### src/rtl/game_pkg.sv
`default_nettype none
// ============================================================================
// Module      : game_pkg
// Description : Direction codes and arbiter state type shared by the input
//               front-end and the player-movement block.
// Revision    : 1.0 - initial release
// ============================================================================
package game_pkg;

    localparam logic [2:0] DIR_LEFT  = 3'd0;
    localparam logic [2:0] DIR_RIGHT = 3'd1;
    localparam logic [2:0] DIR_UP    = 3'd2;
    localparam logic [2:0] DIR_DOWN  = 3'd3;
    localparam logic [2:0] DIR_NONE  = 3'd4;

    typedef enum logic [2:0] {
        IDLE  = 3'd0,
        ACT_L = 3'd1,
        ACT_R = 3'd2,
        ACT_U = 3'd3,
        ACT_D = 3'd4
    } arb_state_t;

    function automatic logic [2:0] state_to_dir(input arb_state_t s);
        case (s)
            ACT_L:   return DIR_LEFT;
            ACT_R:   return DIR_RIGHT;
            ACT_U:   return DIR_UP;
            ACT_D:   return DIR_DOWN;
            default: return DIR_NONE;
        endcase
    endfunction

endpackage
`default_nettype wire

### src/rtl/button_debounce.sv
`default_nettype none
// ============================================================================
// Module      : button_debounce
// Description : 2-FF synchroniser plus stable-count debouncer for one raw
//               button, with one-cycle press/release events.
// Revision    : 1.0 - initial release
// ============================================================================
module button_debounce #(
    parameter int DEBOUNCE_CYCLES = 500000
) (
    input  logic clk,
    input  logic reset,
    input  logic i_btn,
    output logic o_level,
    output logic o_press,
    output logic o_release
);

    localparam int                  c_cnt_w    = $clog2(DEBOUNCE_CYCLES);
    localparam logic [c_cnt_w-1:0]  c_cnt_last = c_cnt_w'(DEBOUNCE_CYCLES - 1);

    logic               r_sync0;
    logic               r_sync1;
    logic [c_cnt_w-1:0] r_cnt;

    // Events are registered alongside the level flip so they line up with it.
    always_ff @(posedge clk) begin
        if (!reset) begin
            r_sync0   <= 1'b0;
            r_sync1   <= 1'b0;
            r_cnt     <= '0;
            o_level   <= 1'b0;
            o_press   <= 1'b0;
            o_release <= 1'b0;
        end else begin
            r_sync0   <= i_btn;
            r_sync1   <= r_sync0;
            o_press   <= 1'b0;
            o_release <= 1'b0;
            if (r_sync1 == o_level) begin
                r_cnt <= '0;
            end else if (r_cnt == c_cnt_last) begin
                r_cnt     <= '0;
                o_level   <= r_sync1;
                o_press   <= r_sync1;
                o_release <= ~r_sync1;
            end else begin
                r_cnt <= r_cnt + c_cnt_w'(1);
            end
        end
    end

endmodule
`default_nettype wire

### src/rtl/game_input_ctrl.sv
`default_nettype none
// ============================================================================
// Module      : game_input_ctrl
// Description : Debounces four direction buttons, resolves them with
//               last-pressed-wins arbitration and generates move_clock.
// Revision    : 1.0 - initial release
// ============================================================================
module game_input_ctrl
    import game_pkg::*;
#(
    parameter int DEBOUNCE_CYCLES = 500000,
    parameter int MOVE_DIV        = 250000
) (
    input  logic       clk,
    input  logic       reset,
    input  logic       btn_left,
    input  logic       btn_right,
    input  logic       btn_up,
    input  logic       btn_down,
    input  logic       pause,
    output logic       left,
    output logic       right,
    output logic       up,
    output logic       down,
    output logic       move_clock,
    output logic [2:0] dir_code
);

    localparam int                  c_div_w    = (MOVE_DIV > 1) ? $clog2(MOVE_DIV) : 1;
    localparam logic [c_div_w-1:0]  c_div_last = c_div_w'(MOVE_DIV - 1);

    logic [3:0]         w_raw;
    logic [3:0]         w_level;
    logic [3:0]         w_press;
    logic [3:0]         w_release;
    logic               w_active_rel;
    arb_state_t         r_state;
    arb_state_t         w_next;
    logic [c_div_w-1:0] r_div_cnt;

    // Bit order doubles as arbitration priority: index 0 (left) is highest.
    assign w_raw = {btn_down, btn_up, btn_right, btn_left};

    for (genvar i = 0; i < 4; i++) begin : g_btn
        button_debounce #(
            .DEBOUNCE_CYCLES (DEBOUNCE_CYCLES)
        ) u_debounce (
            .clk       (clk),
            .reset     (reset),
            .i_btn     (w_raw[i]),
            .o_level   (w_level[i]),
            .o_press   (w_press[i]),
            .o_release (w_release[i])
        );
    end

    always_ff @(posedge clk) begin
        if (!reset) begin
            r_state <= IDLE;
        end else begin
            r_state <= w_next;
        end
    end

    always_comb begin
        w_next       = r_state;
        w_active_rel = 1'b0;
        case (r_state)
            ACT_L:   w_active_rel = w_release[0];
            ACT_R:   w_active_rel = w_release[1];
            ACT_U:   w_active_rel = w_release[2];
            ACT_D:   w_active_rel = w_release[3];
            default: w_active_rel = 1'b0;
        endcase

        if (|w_press) begin
            if      (w_press[0]) w_next = ACT_L;
            else if (w_press[1]) w_next = ACT_R;
            else if (w_press[2]) w_next = ACT_U;
            else                 w_next = ACT_D;
        end else if (w_active_rel) begin
            if      (w_level[0]) w_next = ACT_L;
            else if (w_level[1]) w_next = ACT_R;
            else if (w_level[2]) w_next = ACT_U;
            else if (w_level[3]) w_next = ACT_D;
            else                 w_next = IDLE;
        end
    end

    // Outputs decode the next state so arbitration and output share one cycle.
    always_ff @(posedge clk) begin
        if (!reset) begin
            left     <= 1'b0;
            right    <= 1'b0;
            up       <= 1'b0;
            down     <= 1'b0;
            dir_code <= DIR_NONE;
        end else begin
            left     <= !pause && (w_next == ACT_L);
            right    <= !pause && (w_next == ACT_R);
            up       <= !pause && (w_next == ACT_U);
            down     <= !pause && (w_next == ACT_D);
            dir_code <= pause ? DIR_NONE : state_to_dir(w_next);
        end
    end

    always_ff @(posedge clk) begin
        if (!reset) begin
            r_div_cnt  <= '0;
            move_clock <= 1'b0;
        end else if (!pause) begin
            if (r_div_cnt == c_div_last) begin
                r_div_cnt  <= '0;
                move_clock <= ~move_clock;
            end else begin
                r_div_cnt <= r_div_cnt + c_div_w'(1);
            end
        end
    end

endmodule
`default_nettype wire

### config.mk
export PLATFORM = sky130hd
export DESIGN_NAME = game_input_ctrl
export DESIGN_NICKNAME = d
export VERILOG_FILES = /design/src/rtl/game_pkg.sv /design/src/rtl/button_debounce.sv /design/src/rtl/game_input_ctrl.sv
export SDC_FILE = /design/constraint.sdc
export NUM_CORES = 1
export LEC_CHECK = 0
export ABC_CLOCK_PERIOD_IN_PS = 2400
export BUFFER_PORTS_ARGS = -buffer_cell sky130_fd_sc_hd__buf_2
export CAP_MARGIN = 40
export CORE_MARGIN = 2
export CORE_UTILIZATION = 55
export CTS_BUF_LIST = sky130_fd_sc_hd__clkbuf_4 sky130_fd_sc_hd__clkbuf_8 sky130_fd_sc_hd__clkbuf_16
export CTS_CLUSTER_DIAMETER = 30
export CTS_CLUSTER_SIZE = 25
export DETAILED_ROUTE_END_ITERATION = 8
export PLACE_DENSITY = 0.72
export SETUP_SLACK_MARGIN = 0.1
export SLEW_MARGIN = 0
export SYNTH_ARGS = -nofsm -noshare
export SYNTH_HDL_FRONTEND = slang
export SYNTH_HIERARCHICAL = 1
export SYNTH_SLANG_ARGS = --single-unit
export TNS_END_PERCENT = 5
### constraint.sdc
create_clock -name clk -period 2.4 [get_ports clk]
set_clock_uncertainty 0.2 [all_clocks]
set_input_delay 0.24 -clock clk [delete_from_list [all_inputs] [get_ports clk]]
set_output_delay 0.24 -clock clk [all_outputs]
set_load 0.02 [all_outputs]
After elaboration in Yosys (flattened, before gate mapping)
Cells that the tools add are included.

word-level totals
  flip-flop bits (word level) = 125
  input port bits = 7
  output and inout port bits = 8
  logic and storage cells = 101

cells by class
  add/subtract/negate cells = 5
  eq/ne operators = 17
  multiplexer cells = 12
  bitwise logic cells = 15
  reductions and logical operators = 20

operator list
  kind                                                 count
  adder 19 x 1 -> 19 bit, second input constant        4
  equality test 19 bit, second input constant          4
  two-way mux 3 bit                                    9
  OR reduction 3 bit                                   8
  adder 18 x 1 -> 18 bit, second input constant        1
  equality test 18 bit, second input constant          1
  two-way mux 18 bit                                   1
  NOT 1 bit                                            15
  equality test 3 x 2 -> 1 bit, second input constant  4
  one-hot mux 3 bit (4 select lines)                   1
  AND reduction 2 bit                                  5
  equality test 3 x 1 -> 1 bit, second input constant  2
  equality test 3 bit, second input constant           2
  equality test 1 bit                                  4
  logical AND 1 bit                                    4
  one-hot mux 1 bit (4 select lines)                   1
  OR reduction 4 bit                                   1
  OR reduction 2 bit                                   1
  logical NOT 1 bit                                    1

Longest topological paths before layout
  word-level depth = 8
  depth in mapped cells = 8
  mapped depth without buffers = 6

Hierarchy
The synthesis kept the hierarchy.

modules (own cells, without submodules)
  module           instances  cells an instance  area each (sq um)  seq. area each (sq um)
  button_debounce  4          117                1,074.8            480.5
  game_input_ctrl  1          149                1,351.3            580.6

Worst setup path after synthesis
OpenSTA, ideal clock, no wires.

  path kind = reg2reg
  from = register g_btn[2].u_debounce.o_level
  to = register dir_code[2]
  setup time = 114 ps
  arrival = 1,849 ps
  required time = 2,086 ps
  setup slack = 237 ps
  stages on the path, launching flop included = 6
  path buffers = 0
  period minus slack after synthesis = 2,163 ps
  path through = dfxtp_1 -> or4b_1 -> a311oi_2 -> o31ai_2 -> or4_1 -> a21o_1

on the way
  longest elaborated chain between the ends = 7
  elaborated cells between the ends (all ways) = 10
  classes of those cells = eq/ne: 4; mux: 6

RTL lines
  item                                         RTL line                text
  from (decl)                                  button_debounce.sv:14   output logic o_level,
  from (signal assigned)                       button_debounce.sv:44   o_level <= r_sync1;
  two-way mux 3 bit (*)                        game_input_ctrl.sv:84   else if (w_level[2]) w_next = ACT_U;
  two-way mux 3 bit (*)                        game_input_ctrl.sv:83   else if (w_level[1]) w_next = ACT_R;
  two-way mux 3 bit (*)                        game_input_ctrl.sv:82   if (w_level[0]) w_next = ACT_L;
  two-way mux 3 bit (*)                        game_input_ctrl.sv:81   end else if (w_active_rel) begin
  two-way mux 3 bit (*)                        game_input_ctrl.sv:76   if (|w_press) begin
  equality test 3 bit (tied with other cells)  game_pkg.sv:25          case (s)
  one-hot mux 3 bit (4 select lines) (*)       game_pkg.sv:25
  to (signal assigned)                         game_input_ctrl.sv:103  dir_code <= pause ? DIR_NONE : state_to_dir(w_next);
  to (decl)                                    game_input_ctrl.sv:26   output logic [2:0] dir_code

Mark *: on every way between the ends. The rest lies on a longest branch, timed or not.
A chain may end at the register's enable or synchronous reset.

Final worst setup path
Ends and elaborated chain as after synthesis.

==> impl_metrics.tcl <==
set metrics [dict create \
    timing.final.setup_violations 0 \
    syn2layout_area_growth_pct 18.4 \
    wirelength_um 11100 \
    grt_setup_unrepaired "yes" \
    first_global_vias 4498 \
    worstRegToRegCells 5 \
    synth.top_cells.by_area "dfxtp_1 44%, xnor2_1 7.8%, nor2_1 6.4%, xor2_1 3.9%, nand4_1 2.8%" \
    worst_slack_ps 167 \
    design.final.nets 678 \
    hold_violations 0 \
    dpl-instance-area_sq_um 6020 \
    grtUsageTotal 0.216 \
    floorplan.initialDensity 0.557 \
    number_of_library_cell_types_mapped_by_synthesis 50 \
    die_h_um 105 \
    place.gp.congestion 0.834 \
    critPathCaptureType "flop" \
    fillers 781 \
    critPathMaxFanout 6 \
    highest_cell_delay_on_the_worst_timing_path_ps 590 \
    ir_worst_vdd_uv 489 \
    global_route.overflow_total 0 \
    drt_pre_antenna_iters 5 \
    wire_length_of_the_first_global_routing_pass_um 19700 \
    crit_path_start_kind "flop" \
    multiInputGateArea_sq_um 3040 \
    die_area_sq_um 11100 \
    worst_path_dominant_cell_family "simple AND/OR/NAND/NOR gates" \
    final_core_occ 0.660 \
    antenna_violating_nets_post_route 0 \
    clkSinkCount 125 \
    worst_slew_pin_slew_ps 597 \
    port_buffers 14 \
    clock_tree.htree_level_count 4 \
    run_status "finished, final reports clean" \
    ff2ff_setup_slack_ps 170 \
    syn-mean-instance-area_sq_um 9.16 \
    tritoncts "yes" \
    pwr_density_cell_nw_per_um2 728 \
    dpl.hpwl_um 7410 \
    num_io_pins 15 \
    fin_area_sq_um 6690 \
    timing.setup.critical_path_class "flop to flop" \
    post_synth_instance_area_sq_um 5650 \
    seqCellArea_sq_um 2500 \
    cts_root_buffer_type "clkbuf_8" \
    preCtsSetupSlack_ps 154 \
    static-leakage-power_nw 2.24 \
    fmaxAchievable_mhz 448 \
    async_flop_share 0 \
    synth_edf_count 0 \
    largest_net_degree_at_the_start_of_global_routing 33 \
    holdPathStages 3 \
    r2r-end "dir_code[2]" \
    cts_made_buffers 17 \
    maxSlewHeadroom 0.600 \
    slew_viol_final 0 \
    drive_above_1_share 0.151 \
    ys_seq_elements 125 \
    fp-row-count 37 \
    tot_pwr_mw 4.87 \
    drc_errors 0 \
    detail_route.wl_per_cell_um 13.6 \
    core_region_area_sq_um 10100 \
    max-cap-violations 0 \
    buffers_from_clock_root_to_sink_at_most 2 \
    antenna_violations_before_repair 0 \
    synth_nets 629 \
    hp-start "reset" \
    die_x_um 105 \
    antenna-diode-count 0 \
    worstPathArrival_ps 2450 \
    dominantRegCellSynth "dfxtp_1" \
    synthDominantCellAreaShare 0.443 \
    synthDominantAreaCellType "dfxtp_1" \
    crit_required_ps 2620 \
    yosysSeqAreaShare 0.443 \
    worst_hold_path.endpoint "g_btn[0].u_debounce/o_level" \
    route.detailed.vias_per_inst 5.62 \
    worstPathBufferInverterCount 0 \
    syn_inst 617 \
    clock_latency_on_the_worst_skew_pair_ps 520 \
    clkSlewWorstSetupHoldPaths_ps 50 \
    critical_path.slowest_cell "or4b_1" \
    number_of_vias_in_the_routed_layout 4562 \
    critical_path.reg2reg.startpoint "g_btn[2].u_debounce/o_level" \
    post-cts-setup-buffers 0 \
    final.setup.tns_ps 0 \
    drt-initial-drc-count 219 \
    warning_count_from_the_yosys_run 6 \
    crit_path_cell_trace "or4b_1, a311oi_2, o31ai_2, or4_1, a21o_1" \
    min-delay-path-class "input pin to flop" \
    period_share 0.930 \
    layout_min_cycle_time_ps 2230 \
]
[worst register-to-register path, stage by stage, from the launching register on]
cell      delay (ps)
dfxtp_1          340
or4b_1           590
a311oi_2         290
o31ai_2           90
or4_1            430
a21o_1           190
[power by group]
group / total [mW] / internal, mW / switching, mW
combinational: 0.0702 / 0.0331 / 0.0371
clock: 2.70 / 1.84 / 0.859
sequential: 2.10 / 2.09 / 0.00742
[metal layers]
metal | vias to the layer above | share of wire | GRT usage
li1 | 2292 | - | -
met1 | 2158 | 0.47 | 0.265
met2 | 86 | 0.48 | 0.352
met3 | 26 | 0.035 | 0.0544
met4 | 0 | 0.021 | 0.106
met5 | - | 0 | 0
[final cells by class]
class                           count  share of cell area
Sequential cell                   125               0.374
Clock buffer                       21              0.0682
Timing Repair Buffer               36              0.0445
Tap cell                          136              0.0254
Clock inverter                      8              0.0247
Multi-Input combinational cell    469               0.454
Inverter                           17             0.00953
[through the flow]
step	hold slack, ps	instances
global placement	217	778
finish	40.3	812
CTS	26.3	812
floorplan	162	617
detailed placement	221	778
global route	66.1	812
[worst max path at each step]
stage / start / to / slack (ps) / cells after the start
after global routing: g_btn[1].u_debounce/o_press / dir_code[1] / 100 / 5
after detailed placement: r_state[0] / dir_code[2] / 150 / 5
after CTS: r_state[0] / dir_code[2] / 130 / 5
after global placement: g_btn[2].u_debounce/o_level / dir_code[2] / 230 / 5
after floorplan: g_btn[2].u_debounce/o_level / dir_code[2] / 240 / 5
final: g_btn[2].u_debounce/o_level / dir_code[2] / 170 / 5
[kinds of logic (layout without fill, tap and decap cells)]
logic type	after synthesis	count (layout)	synth area share
AOI/OAI and AO/OA	56	56	0.0704
xor gates and xnor gates	75	75	0.116
and+or+nand+nor	330	330	0.333
muxes	3	3	0.00531
adders and majority gates	5	5	0.0111
buffers and inverters	23	82	0.0206
DFF	125	125	0.443
[flip-flops by register name, summed over array words and instances, names as in the netlist, 3 cells and up]
signal / flops
g_btn.u_debounce/r_cnt: 76
g_btn.u_debounce/r_sync0: 4
r_div_cnt: 18
g_btn.u_debounce/o_press: 4
r_state: 3
g_btn.u_debounce/o_level: 4
g_btn.u_debounce/o_release: 4
dir_code: 3
g_btn.u_debounce/r_sync1: 4
[cell usage in the layout (no fill, tap or decap), drive strengths merged, types with 20 or more instances in the layout]
master  instances
nor3           20
xor2           25
nand3          27
clkbuf         21
nor2           96
nand4          29
o21ai          22
xnor2          50
buf            31
dfxtp         125
nand2          31
[synthesized netlist by cell type (12+ instances only)]
master	count
a21oi_1	13
nand4_1	25
inv_1	17
or3_1	12
xnor2_1	50
xor2_1	25
nand2_1	31
nor2_1	96
nand3_1	27
and3_1	15
o21ai_0	13
dfxtp_1	125
nor3_1	20
nor4_1	15
[what timing repair did]
action / CTS / global route
endpoints found under the setup margin: 0 / 2
endpoints found under the hold margin: 9 / 0
hold buffers: 5 / 0
resized for setup: 0 / 2
No activity file was read; power rests on OpenSTA's default activity.
